## src/rtl/toy_vpack.sv

```systemverilog
// Shared constants and types for the toy vector core operand path.
// Feeder FSM state encoding lives here so issue logic can decode it.
package toy_vpack;

   localparam int V_ELEMENT_NUM = 8;
   localparam int V_REG_WIDTH   = 32;
   localparam int ROW_CNT_W     = 8;

   typedef enum logic [1:0] {
      IDLE,
      STREAM,
      FLUSH,
      DONE
   } feed_state_t;

endpackage

```

## src/rtl/toy_sa_feeder_if.sv

```systemverilog
// Command/operand handshake and array-side bundle of the skew feeder.
// master = upstream issue logic, slave = the feeder itself.
interface toy_sa_feeder_if #(
   parameter int V_ELEMENT_NUM = toy_vpack::V_ELEMENT_NUM,
   parameter int V_REG_WIDTH   = toy_vpack::V_REG_WIDTH,
   parameter int ROW_CNT_W     = toy_vpack::ROW_CNT_W
);

   logic                     cmd_vld;
   logic                     cmd_rdy;
   logic [ROW_CNT_W-1:0]     cmd_rows;
   logic                     in_vld;
   logic                     in_rdy;
   logic [V_REG_WIDTH-1:0]   in_data [V_ELEMENT_NUM];
   logic [V_REG_WIDTH-1:0]   in_y [V_ELEMENT_NUM];
   logic [V_REG_WIDTH-1:0]   sa_dout [V_ELEMENT_NUM];
   logic [V_ELEMENT_NUM-1:0] sa_dout_en;
   logic [V_REG_WIDTH-1:0]   sa_dout_y [V_ELEMENT_NUM];
   logic                     busy;
   logic                     tile_done;

   modport master (
      output cmd_vld, cmd_rows, in_vld, in_data, in_y,
      input  cmd_rdy, in_rdy, sa_dout, sa_dout_en, sa_dout_y,
      input  busy, tile_done
   );

   modport slave (
      input  cmd_vld, cmd_rows, in_vld, in_data, in_y,
      output cmd_rdy, in_rdy, sa_dout, sa_dout_en, sa_dout_y,
      output busy, tile_done
   );

endinterface

```

## src/rtl/toy_sa_skew_lane.sv

```systemverilog
// Fixed-depth delay line for one array row: {en, data, y} shift every cycle.
module toy_sa_skew_lane #(
   parameter int DEPTH = 1,
   parameter int WIDTH = 32
) (
   input  logic             clk,
   input  logic             rst_n,
   input  logic             en_in,
   input  logic [WIDTH-1:0] data_in,
   input  logic [WIDTH-1:0] y_in,
   output logic             en_out,
   output logic [WIDTH-1:0] data_out,
   output logic [WIDTH-1:0] y_out
);

   logic [DEPTH-1:0] en_q;
   logic [WIDTH-1:0] d_q [DEPTH];
   logic [WIDTH-1:0] y_q [DEPTH];

   always_ff @(posedge clk) begin
      if (!rst_n) begin
         en_q <= '0;
         for (int k = 0; k < DEPTH; k++) begin
            d_q[k] <= '0;
            y_q[k] <= '0;
         end
      end else begin
         en_q[0] <= en_in;
         d_q[0]  <= data_in;
         y_q[0]  <= y_in;
         for (int k = 1; k < DEPTH; k++) begin
            en_q[k] <= en_q[k-1];
            d_q[k]  <= d_q[k-1];
            y_q[k]  <= y_q[k-1];
         end
      end
   end

   assign en_out   = en_q[DEPTH-1];
   assign data_out = d_q[DEPTH-1];
   assign y_out    = y_q[DEPTH-1];

endmodule

```

## src/rtl/toy_sa_feeder.sv

```systemverilog
// Skewing feeder: takes a tile command plus cmd_rows operand vectors and
// drives lane i of each accepted vector to the array i+1 cycles later.
module toy_sa_feeder #(
   parameter int V_ELEMENT_NUM = toy_vpack::V_ELEMENT_NUM,
   parameter int V_REG_WIDTH   = toy_vpack::V_REG_WIDTH,
   parameter int ROW_CNT_W     = toy_vpack::ROW_CNT_W
) (
   input logic            clk,
   input logic            rst_n,
   toy_sa_feeder_if.slave io
);

   import toy_vpack::*;

   localparam int FW = (V_ELEMENT_NUM > 2) ? $clog2(V_ELEMENT_NUM) : 1;
   localparam logic [FW-1:0] FLUSH_LEN = FW'(V_ELEMENT_NUM - 1);

   feed_state_t          state;
   feed_state_t          nxt;
   logic [ROW_CNT_W-1:0] rows;
   logic [FW-1:0]        fcnt;
   logic                 cmd_hs;
   logic                 beat;
   logic                 last_beat;

   logic [V_ELEMENT_NUM-1:0] en_q;
   logic [V_REG_WIDTH-1:0]   dq [V_ELEMENT_NUM];
   logic [V_REG_WIDTH-1:0]   yq [V_ELEMENT_NUM];

   assign cmd_hs    = io.cmd_vld & io.cmd_rdy;
   assign beat      = io.in_vld & io.in_rdy;
   assign last_beat = beat && (rows == ROW_CNT_W'(1));

   always_ff @(posedge clk) begin
      if (!rst_n) state <= IDLE;
      else        state <= nxt;
   end

   always_comb begin
      nxt = state;
      unique case (state)
         IDLE:
            if (cmd_hs)
               nxt = (io.cmd_rows != '0) ? STREAM : DONE;
         STREAM:
            if (last_beat)
               nxt = (V_ELEMENT_NUM == 1) ? DONE : FLUSH;
         FLUSH:
            if (fcnt == FW'(1)) nxt = DONE;
         DONE:
            nxt = IDLE;
         default:
            nxt = IDLE;
      endcase
   end

   always_comb begin
      io.cmd_rdy   = 1'b0;
      io.in_rdy    = 1'b0;
      io.tile_done = 1'b0;
      io.busy      = (state != IDLE);
      unique case (state)
         IDLE:    io.cmd_rdy   = 1'b1;
         STREAM:  io.in_rdy    = 1'b1;
         DONE:    io.tile_done = 1'b1;
         default: ;
      endcase
   end

   // fcnt holds the remaining flush cycles, loaded as the last beat lands
   always_ff @(posedge clk) begin
      if (!rst_n) begin
         rows <= '0;
         fcnt <= '0;
      end else begin
         if (cmd_hs)    rows <= io.cmd_rows;
         else if (beat) rows <= rows - ROW_CNT_W'(1);
         if (last_beat)            fcnt <= FLUSH_LEN;
         else if (state == FLUSH)  fcnt <= fcnt - FW'(1);
      end
   end

   for (genvar i = 0; i < V_ELEMENT_NUM; i++) begin : g_lane
      toy_sa_skew_lane #(
         .DEPTH (i + 1),
         .WIDTH (V_REG_WIDTH)
      ) u_lane (
         .clk      (clk),
         .rst_n    (rst_n),
         .en_in    (beat),
         .data_in  (beat ? io.in_data[i] : '0),
         .y_in     (beat ? io.in_y[i] : '0),
         .en_out   (en_q[i]),
         .data_out (dq[i]),
         .y_out    (yq[i])
      );
   end

   assign io.sa_dout_en = en_q;
   assign io.sa_dout    = dq;
   assign io.sa_dout_y  = yq;

endmodule
```

## src/flat_wrapper.sv

```systemverilog
// flat-port wrapper written by rule: the top's interface ports become plain ports
module toy_sa_feeder_flat import toy_vpack::*;
#(
   parameter int V_ELEMENT_NUM = toy_vpack::V_ELEMENT_NUM,
   parameter int V_REG_WIDTH   = toy_vpack::V_REG_WIDTH,
   parameter int ROW_CNT_W     = toy_vpack::ROW_CNT_W
)
  (clk, rst_n, io_cmd_vld, io_cmd_rows, io_in_vld, io_in_data, io_in_y, io_cmd_rdy, io_in_rdy, io_sa_dout, io_sa_dout_en, io_sa_dout_y, io_busy, io_tile_done);
  toy_sa_feeder_if #(.V_ELEMENT_NUM(V_ELEMENT_NUM), .V_REG_WIDTH(V_REG_WIDTH), .ROW_CNT_W(ROW_CNT_W)) io_i ();
  input logic clk;
  input logic rst_n;
  input wire logic [$bits(io_i.cmd_vld)-1:0] io_cmd_vld;
  input wire logic [$bits(io_i.cmd_rows)-1:0] io_cmd_rows;
  input wire logic [$bits(io_i.in_vld)-1:0] io_in_vld;
  input wire logic [$bits(io_i.in_data)-1:0] io_in_data;
  input wire logic [$bits(io_i.in_y)-1:0] io_in_y;
  output wire logic [$bits(io_i.cmd_rdy)-1:0] io_cmd_rdy;
  output wire logic [$bits(io_i.in_rdy)-1:0] io_in_rdy;
  output wire logic [$bits(io_i.sa_dout)-1:0] io_sa_dout;
  output wire logic [$bits(io_i.sa_dout_en)-1:0] io_sa_dout_en;
  output wire logic [$bits(io_i.sa_dout_y)-1:0] io_sa_dout_y;
  output wire logic [$bits(io_i.busy)-1:0] io_busy;
  output wire logic [$bits(io_i.tile_done)-1:0] io_tile_done;
  assign io_i.cmd_vld = io_cmd_vld;
  assign io_i.cmd_rows = io_cmd_rows;
  assign io_i.in_vld = io_in_vld;
  assign io_i.in_data = {>>{io_in_data}};
  assign io_i.in_y = {>>{io_in_y}};
  assign io_cmd_rdy = io_i.cmd_rdy;
  assign io_in_rdy = io_i.in_rdy;
  assign io_sa_dout = {>>{io_i.sa_dout}};
  assign io_sa_dout_en = io_i.sa_dout_en;
  assign io_sa_dout_y = {>>{io_i.sa_dout_y}};
  assign io_busy = io_i.busy;
  assign io_tile_done = io_i.tile_done;
  toy_sa_feeder #(.V_ELEMENT_NUM(V_ELEMENT_NUM), .V_REG_WIDTH(V_REG_WIDTH), .ROW_CNT_W(ROW_CNT_W)) u_core (.clk(clk), .rst_n(rst_n), .io(io_i));
endmodule
```

## config.mk

```make
export PLATFORM = sky130hd
export DESIGN_NAME = toy_sa_feeder_flat
export DESIGN_NICKNAME = d
export VERILOG_FILES = /design/src/rtl/toy_vpack.sv /design/src/rtl/toy_sa_feeder_if.sv /design/src/rtl/toy_sa_skew_lane.sv /design/src/rtl/toy_sa_feeder.sv /design/src/flat_wrapper.sv
export SDC_FILE = /design/constraint.sdc
export NUM_CORES = 2
export LEC_CHECK = 0
export CORE_AREA = 2 2 423 425
export DETAILED_ROUTE_END_ITERATION = 10
export DIE_AREA = 0 0 425 427
export PLACE_DENSITY_LB_ADDON = 0.25
export SYNTH_ARGS = -nofsm -noshare
export SYNTH_HDL_FRONTEND = slang
export SYNTH_HIERARCHICAL = 1
export SYNTH_SLANG_ARGS = --single-unit
```

## constraint.sdc

```tcl
create_clock -name clk -period 4.6 [get_ports clk]
set_clock_uncertainty 0.05 [all_clocks]
set_input_delay 0.69 -clock clk [delete_from_list [all_inputs] [get_ports clk]]
set_output_delay 0.69 -clock clk [all_outputs]
set_load 0.005 [all_outputs]
```

# ---- After elaboration in Yosys (flattened, before gate mapping)
# Memories as Yosys holds them, arrays and structs flattened.
# Index checks and enable logic that the tools add are counted.
dict set report totals {
  reg_bits 49
  ramBits 2304
  inputBits 524
  output_inout_bits 524
  word_cells 222
  n_memories 16
}
# memory words word_bits read_ports rd_ports_with_merged_regs wr line_no
set memory_table {}
lappend memory_table {{u_core.g_lane[7].u_lane.d_q} 8 32 8 0 8 toy_sa_skew_lane.sv:17} ;# logic [WIDTH-1:0] d_q [DEPTH];
lappend memory_table {{u_core.g_lane[7].u_lane.y_q} 8 32 8 0 8 toy_sa_skew_lane.sv:18} ;# logic [WIDTH-1:0] y_q [DEPTH];
lappend memory_table {{u_core.g_lane[6].u_lane.d_q} 7 32 7 0 7 toy_sa_skew_lane.sv:17}
lappend memory_table {{u_core.g_lane[6].u_lane.y_q} 7 32 7 0 7 toy_sa_skew_lane.sv:18}
lappend memory_table {{u_core.g_lane[5].u_lane.d_q} 6 32 6 0 6 toy_sa_skew_lane.sv:17}
lappend memory_table {{u_core.g_lane[5].u_lane.y_q} 6 32 6 0 6 toy_sa_skew_lane.sv:18}
lappend memory_table {{10 more memories} n/a n/a n/a n/a n/a n/a}
dict set report classes {
  n_addsub 2
  n_eq_ne 8
  n_mux 104
  n_bitwise 72
  reduce_logical 9
}
# operator n
set ops {}
lappend ops {{$mux 32} 88}
lappend ops {{$or 1x1->1} 70}
lappend ops {{$reduce_or 32->1} 2}
lappend ops {{$mux 8} 2}
lappend ops {{$eq 8x1->1 const B} 1}
lappend ops {{$mux 2} 4}
lappend ops {{$pmux 2 s4} 1}
lappend ops {{$reduce_bool 8->1} 1}
lappend ops {{$sub 8x1->8 const B} 1}
lappend ops {{$mux 1} 7}
lappend ops {{$mux 3} 2}
lappend ops {{$ne 2x1->1 const B} 3}
lappend ops {{$reduce_bool 2->1} 3}
lappend ops {{$eq 2x2->1 const B} 2}
lappend ops {{$eq 3x1->1 const B} 1}
lappend ops {{$reduce_and 3->1} 1}
lappend ops {{$sub 3x1->3 const B} 1}
lappend ops {{$and 1x1->1} 2}
lappend ops {{$eq 2x1->1 const B} 1}
lappend ops {{$logic_not 2->1} 1}
lappend ops {{$logic_and 1x1->1} 1}

# ---- Longest topological paths before layout
dict set report depth {
  word_depth 6
  depth_mapped 7
  ltp_nobuf 6
}

# ---- Modules after synthesis
# Netlist, hierarchy kept.
# module n_inst cells_per_inst area_each_um2 seq_area_each_um2
set by_module_without_submodules {}
lappend by_module_without_submodules {{toy_sa_skew_lane at u_core.g_lane[7].u_lane} 1 1161 14440.1 10410.0}
lappend by_module_without_submodules {{toy_sa_skew_lane at u_core.g_lane[6].u_lane} 1 960 12215.5 9108.7}
lappend by_module_without_submodules {{toy_sa_skew_lane at u_core.g_lane[5].u_lane} 1 855 10781.6 7807.5}
lappend by_module_without_submodules {{toy_sa_skew_lane at u_core.g_lane[4].u_lane} 1 750 9389.0 6506.2}
lappend by_module_without_submodules {{toy_sa_skew_lane at u_core.g_lane[3].u_lane} 1 612 7582.3 5205.0}
lappend by_module_without_submodules {{toy_sa_skew_lane at u_core.g_lane[2].u_lane} 1 475 5806.8 3903.7}
lappend by_module_without_submodules {toy_sa_feeder 1 715 4428.0 260.2}
lappend by_module_without_submodules {{toy_sa_skew_lane at u_core.g_lane[1].u_lane} 1 338 4035.1 2602.5}
lappend by_module_without_submodules {{toy_sa_skew_lane at u_core.g_lane[0].u_lane} 1 137 1780.5 1301.2}

# ---- Worst setup path before layout
# Ideal clock, no wire load.
dict set report synth_timing {
  kind {input -> register}
  startpoint {in io_in_vld}
  endpoint {reg u_core.rows[3]}
  setup_time_ns 0.086
  arrival_ns 1.654
  t_required_ns 4.464
  slack_ns 2.810
  cell_stages 6
  n_path_buf 2
  path_cell_list {buf_2 -> and2_1 -> clkbuf_1 -> nand2_1 -> xor2_1 -> a211oi_1}
}
dict set report synth_between {
  elab_chain_len 2
}
# item line_no
set synth_lines {}
lappend synth_lines {{start, declared} flat_wrapper.sv:14} ;# input wire logic [$bits(io_i.in_vld)-1:0] io_in_vld;
lappend synth_lines {{$and 1x1->1} toy_sa_feeder.sv:31} ;# assign beat = io.in_vld & io.in_rdy;
lappend synth_lines {{named net u_core.beat} toy_sa_feeder.sv:23} ;# logic beat;
lappend synth_lines {{$reduce_bool 2->1 (no source line)} n/a}
lappend synth_lines {{end signal, assigned} toy_sa_feeder.sv:76} ;# if (cmd_hs) rows <= io.cmd_rows;
lappend synth_lines {{end signal, assigned} toy_sa_feeder.sv:77} ;# else if (beat) rows <= rows - ROW_CNT_W'(1);
lappend synth_lines {{end, declared} toy_sa_feeder.sv:20} ;# logic [ROW_CNT_W-1:0] rows;
# The timed path passes the listed nets, and every way through them passes these cells.
# A chain may end at the register's enable or synchronous reset.

# ---- Worst setup path in the final report
dict set report layout_timing {
  startpoint {reg u_core.state[1]}
  endpoint {out io_in_rdy}
}
dict set report layout_between {
  elab_chain_len 2
}
# item line_no
set layout_lines {}
lappend layout_lines {{start, declared} toy_sa_feeder.sv:18} ;# feed_state_t state;
lappend layout_lines {{start signal, assigned} toy_sa_feeder.sv:36} ;# else state <= nxt;
lappend layout_lines {{$eq 2x1->1} toy_sa_feeder.sv:62} ;# unique case (state)
lappend layout_lines {{$mux 1} toy_sa_feeder.sv:62}
lappend layout_lines {{end, declared} flat_wrapper.sv:18} ;# output wire logic [$bits(io_i.in_rdy)-1:0] io_in_rdy;
# Every way passes these cells.

==> out/results.tsv <==
stage	metric	value	unit
run_status	status	completed	
placed_design	post-place setup slack	2.104	ns
worst_setup_path	startpoint types	flop	
power_and_ir_drop	PD cells	492.9	nW/µm²
clocking	clock latency at the later pin of the worst-skew pair	0.87	ns
worst_setup_path	worst path required time	3.86	ns
yosys	Main synth FF type	dfxtp_1	
yosys	number of synthesized flops with an enable pin	0	
clocking	Root Driver	clkbuf_16	
sta	Finish-stage setup viols	0	
final_layout	layout cells sized above 1	6.432	%
yosys	ys async rst share	0	%
placed_design	Placed Cells	8728	
yosys	Yosys top cell by area	dfxtp_1	
worst_setup_path	Worst Path Max Fanout	49	
sta	fin. max-slew vios	0	
yosys	main area contributors after synthesis	dfxtp_1 67%, and2_1 21%, and3_1 4.6%, buf_4 3.8%, buf_6 1.5%	
final_layout	nets	7135	
power_and_ir_drop	LEAKAGE	37.21	nW
final_layout	area delta synth->final	24.13	%
clocking	cts hold-fix bufs	0	
route	Pre-Repair DR Iteration Count	5	
worst_setup_path	CP max stage delay	0.63	ns
route	Vias per Instance	4.153	
global_route	pin count of the biggest net entering global routing	224	
sta	Max Freq	298.2	MHz
yosys	Cell Area, Synth	70460	µm²
worst_setup_path	Setup crit end kind	output port	
placed_design	Port Buffers	1047	
sta	Tightest Pin Transition	0.9563	ns
global_route	grt total ovfl	0	
yosys	syn_area_per_cell	11.74	µm²
clocking	number of CTS-inserted buffers	227	
sta	fin crit share	72.89	%
power_and_ir_drop	Max VDD drop	0.3781	mV
floorplanning	Std-Cell Core Area	177300	µm²
route	Final Routed Wirelength	169.1	mm
route	Post-route DRC	0	
yosys	Synthesized Nets	6536	
route	1st-iter DRT viols	1968	
clocking	CTS tree	built	
floorplanning	Initial Util	39.75	%
floorplanning	total die area	181500	µm²
yosys	top-area cell type share of the netlist area	66.85	%
worst_setup_path	crit path max-delay cell type	clkdlybuf4s50_1	
min_path	Min-Delay Path Class	in -> reg	
sta	max_slew headroom	36.25	%
global_route	GR Util All Layers	18.14	%
clocking	H-tree Lvls	4	
sta	RSZ-0062 raised after global routing	no	
flow_run	Max-Cap Viols	0	
floorplanning	Die W	425	µm
floorplanning	die height	427	µm
yosys	Seq/Total Area, Yosys	66.85	%
clocking	postcts setup bufs	0	
route	Antenna Nets Post-Route	0	
worst_setup_path	CP bufs+invs	2	
sta	minimum clock period	3.353	ns
clocking	post-cts resize count	0	
sta	final hold violation count	0	
global_route	initial antenna violation count	87	
worst_setup_path	Worst Path Arrival	2.61	ns
yosys	Synth top cells by count	2,353 x dfxtp_1, 2,341 x and2_1, 513 x and3_1, 353 x buf_4, 125 x clkbuf_1	
global_route	vias in the first global route	37190	
clocking	Max clock buf depth	3	
worst_setup_path	Top Family by Delay on Critical Path	buffers and inverters	
placed_design	Post-DP HPWL	119.6	mm
route	routed vias	38120	
final_layout	fin cells	9179	
yosys	distinct cell type count after synthesis	31	
floorplanning	Ports	1048	
yosys	most instantiated library cell after synthesis	dfxtp_1	
yosys	yosys warns	6	
route	Avg WL per Cell	18.42	µm
placed_design	gpl congestion	0.8833	
sta	setup tns final	0	ns
clocking	CTS clk-pin slew, worst paths	0.06	ns
worst_setup_path	WS Path Type	reg -> out	
worst_setup_path	cells along the critical path	inv_1 > ha_4 > clkdlybuf4s50_1	
sta	final worst slack	1.247	ns
clocking	Clock Sink Count	2353	
yosys	cells after synthesis	6003	
floorplanning	num rows	155	
yosys	Yosys reg bits	2353	
global_route	first-pass GRT wire length	243.7	mm
-- routing by layer --
layer	track usage [%]	vias to the layer above	part of all wire, %
met1	20.82	17400	40
met4	10.06	4	5.3
met5	0	-	0.014
li1	-	19390	-
met3	5.362	405	6.5
met2	30.25	924	48
-- path summary, 6_finish.rpt --
| path | startpoint | endpoint | slack [ns] | cells past startpoint |
|---|---|---|---|---|
| min reg2reg | u_core/g_lane[6].u_lane/d_q[0][8] | u_core/g_lane[6].u_lane/d_q[1][8] | 0.34 | 1 |
| max | u_core/state[1] | io_in_rdy | 1.25 | 3 |
| min | rst_n | u_core/g_lane[6].u_lane/d_q[2][24] | 0.32 | 2 |
| max reg2reg | u_core/state[1] | u_core/g_lane[6].u_lane/d_q[0][14] | 2.05 | 5 |
-- state kept, by name, summed over array words and instances (netlist names) --
name	flops
u_core/g_lane.u_lane/d_q	1152
u_core/g_lane.u_lane/y_q	1152
u_core/g_lane.u_lane/en_q	35
u_core/rows	8
u_core/fcnt	3
u_core/state	2
u_core/g_lane.u_lane/en_out	1
-- power by group --
group	switching, W	internal [W]
Combinational	0.00155	0.00134
Sequential	0.000162	0.0210
Clock	0.00792	0.0112
Total	0.00963	0.0335
-- per-stage QoR --
stage | power (W) | instance area [µm²] | util (%) | hold slack, ns
2_1_floorplan | 0.02324 | 70460 | - | 0.3557
3_3_place_gp | 0.02444 | 79500 | 44.85 | 0.3589
3_5_place_dp | 0.02448 | 79500 | 44.85 | 0.3663
4_1_cts | 0.04368 | 87390 | 49.30 | 0.3020
5_1_grt | 0.04481 | 87450 | 49.34 | 0.3376
6_report | 0.04311 | 87460 | 49.34 | 0.3161
-- cells in the final DEF, fill, tap and decap left out, types with 3 or more instances in the layout --
| cell type | n |
|---|---|
| diode_2 | 30 |
| nand3_1 | 3 |
| ha_1 | 8 |
| inv_1 | 7 |
| clkinvlp_4 | 10 |
| xor2_1 | 5 |
| buf_12 | 18 |
| a211oi_1 | 6 |
| a21oi_1 | 6 |
| inv_6 | 10 |
| nor2_1 | 8 |
| clkinv_4 | 5 |
| dfxtp_1 | 2353 |
| xnor2_1 | 4 |
| bufinv_16 | 24 |
| clkbuf_16 | 227 |
| nand2_1 | 6 |
| and2_1 | 2341 |
| clkdlybuf4s50_1 | 1045 |
| clkinv_2 | 54 |
| clkbuf_8 | 44 |
| buf_4 | 29 |
| clkinv_16 | 7 |
| clkbuf_1 | 37 |
| and3_1 | 513 |
-- area by class of cell --
cell class | count | area, µm²
antenna | 30 | 75.07
clock buffer | 308 | 6425
clock inverter | 113 | 1460
fill | 16000 | 89800
inverter | 8 | 30.03
multi-input combinational | 2918 | 18350
sequential | 2353 | 47110
tap | 2355 | 2947
timing repair buffer | 1094 | 11070
-- kinds of logic after synthesis --
family | Yosys count | synth area share, %
buffers and inverters | 732 | 7.117
AOI/OAI and AO/OA | 20 | 0.2042
adders and majority gates | 9 | 0.1598
xor gates and xnor gates | 9 | 0.1119
and+or+nand+nor | 2880 | 25.55
DFF | 2353 | 66.85
Power figures use the tool's default switching activity.
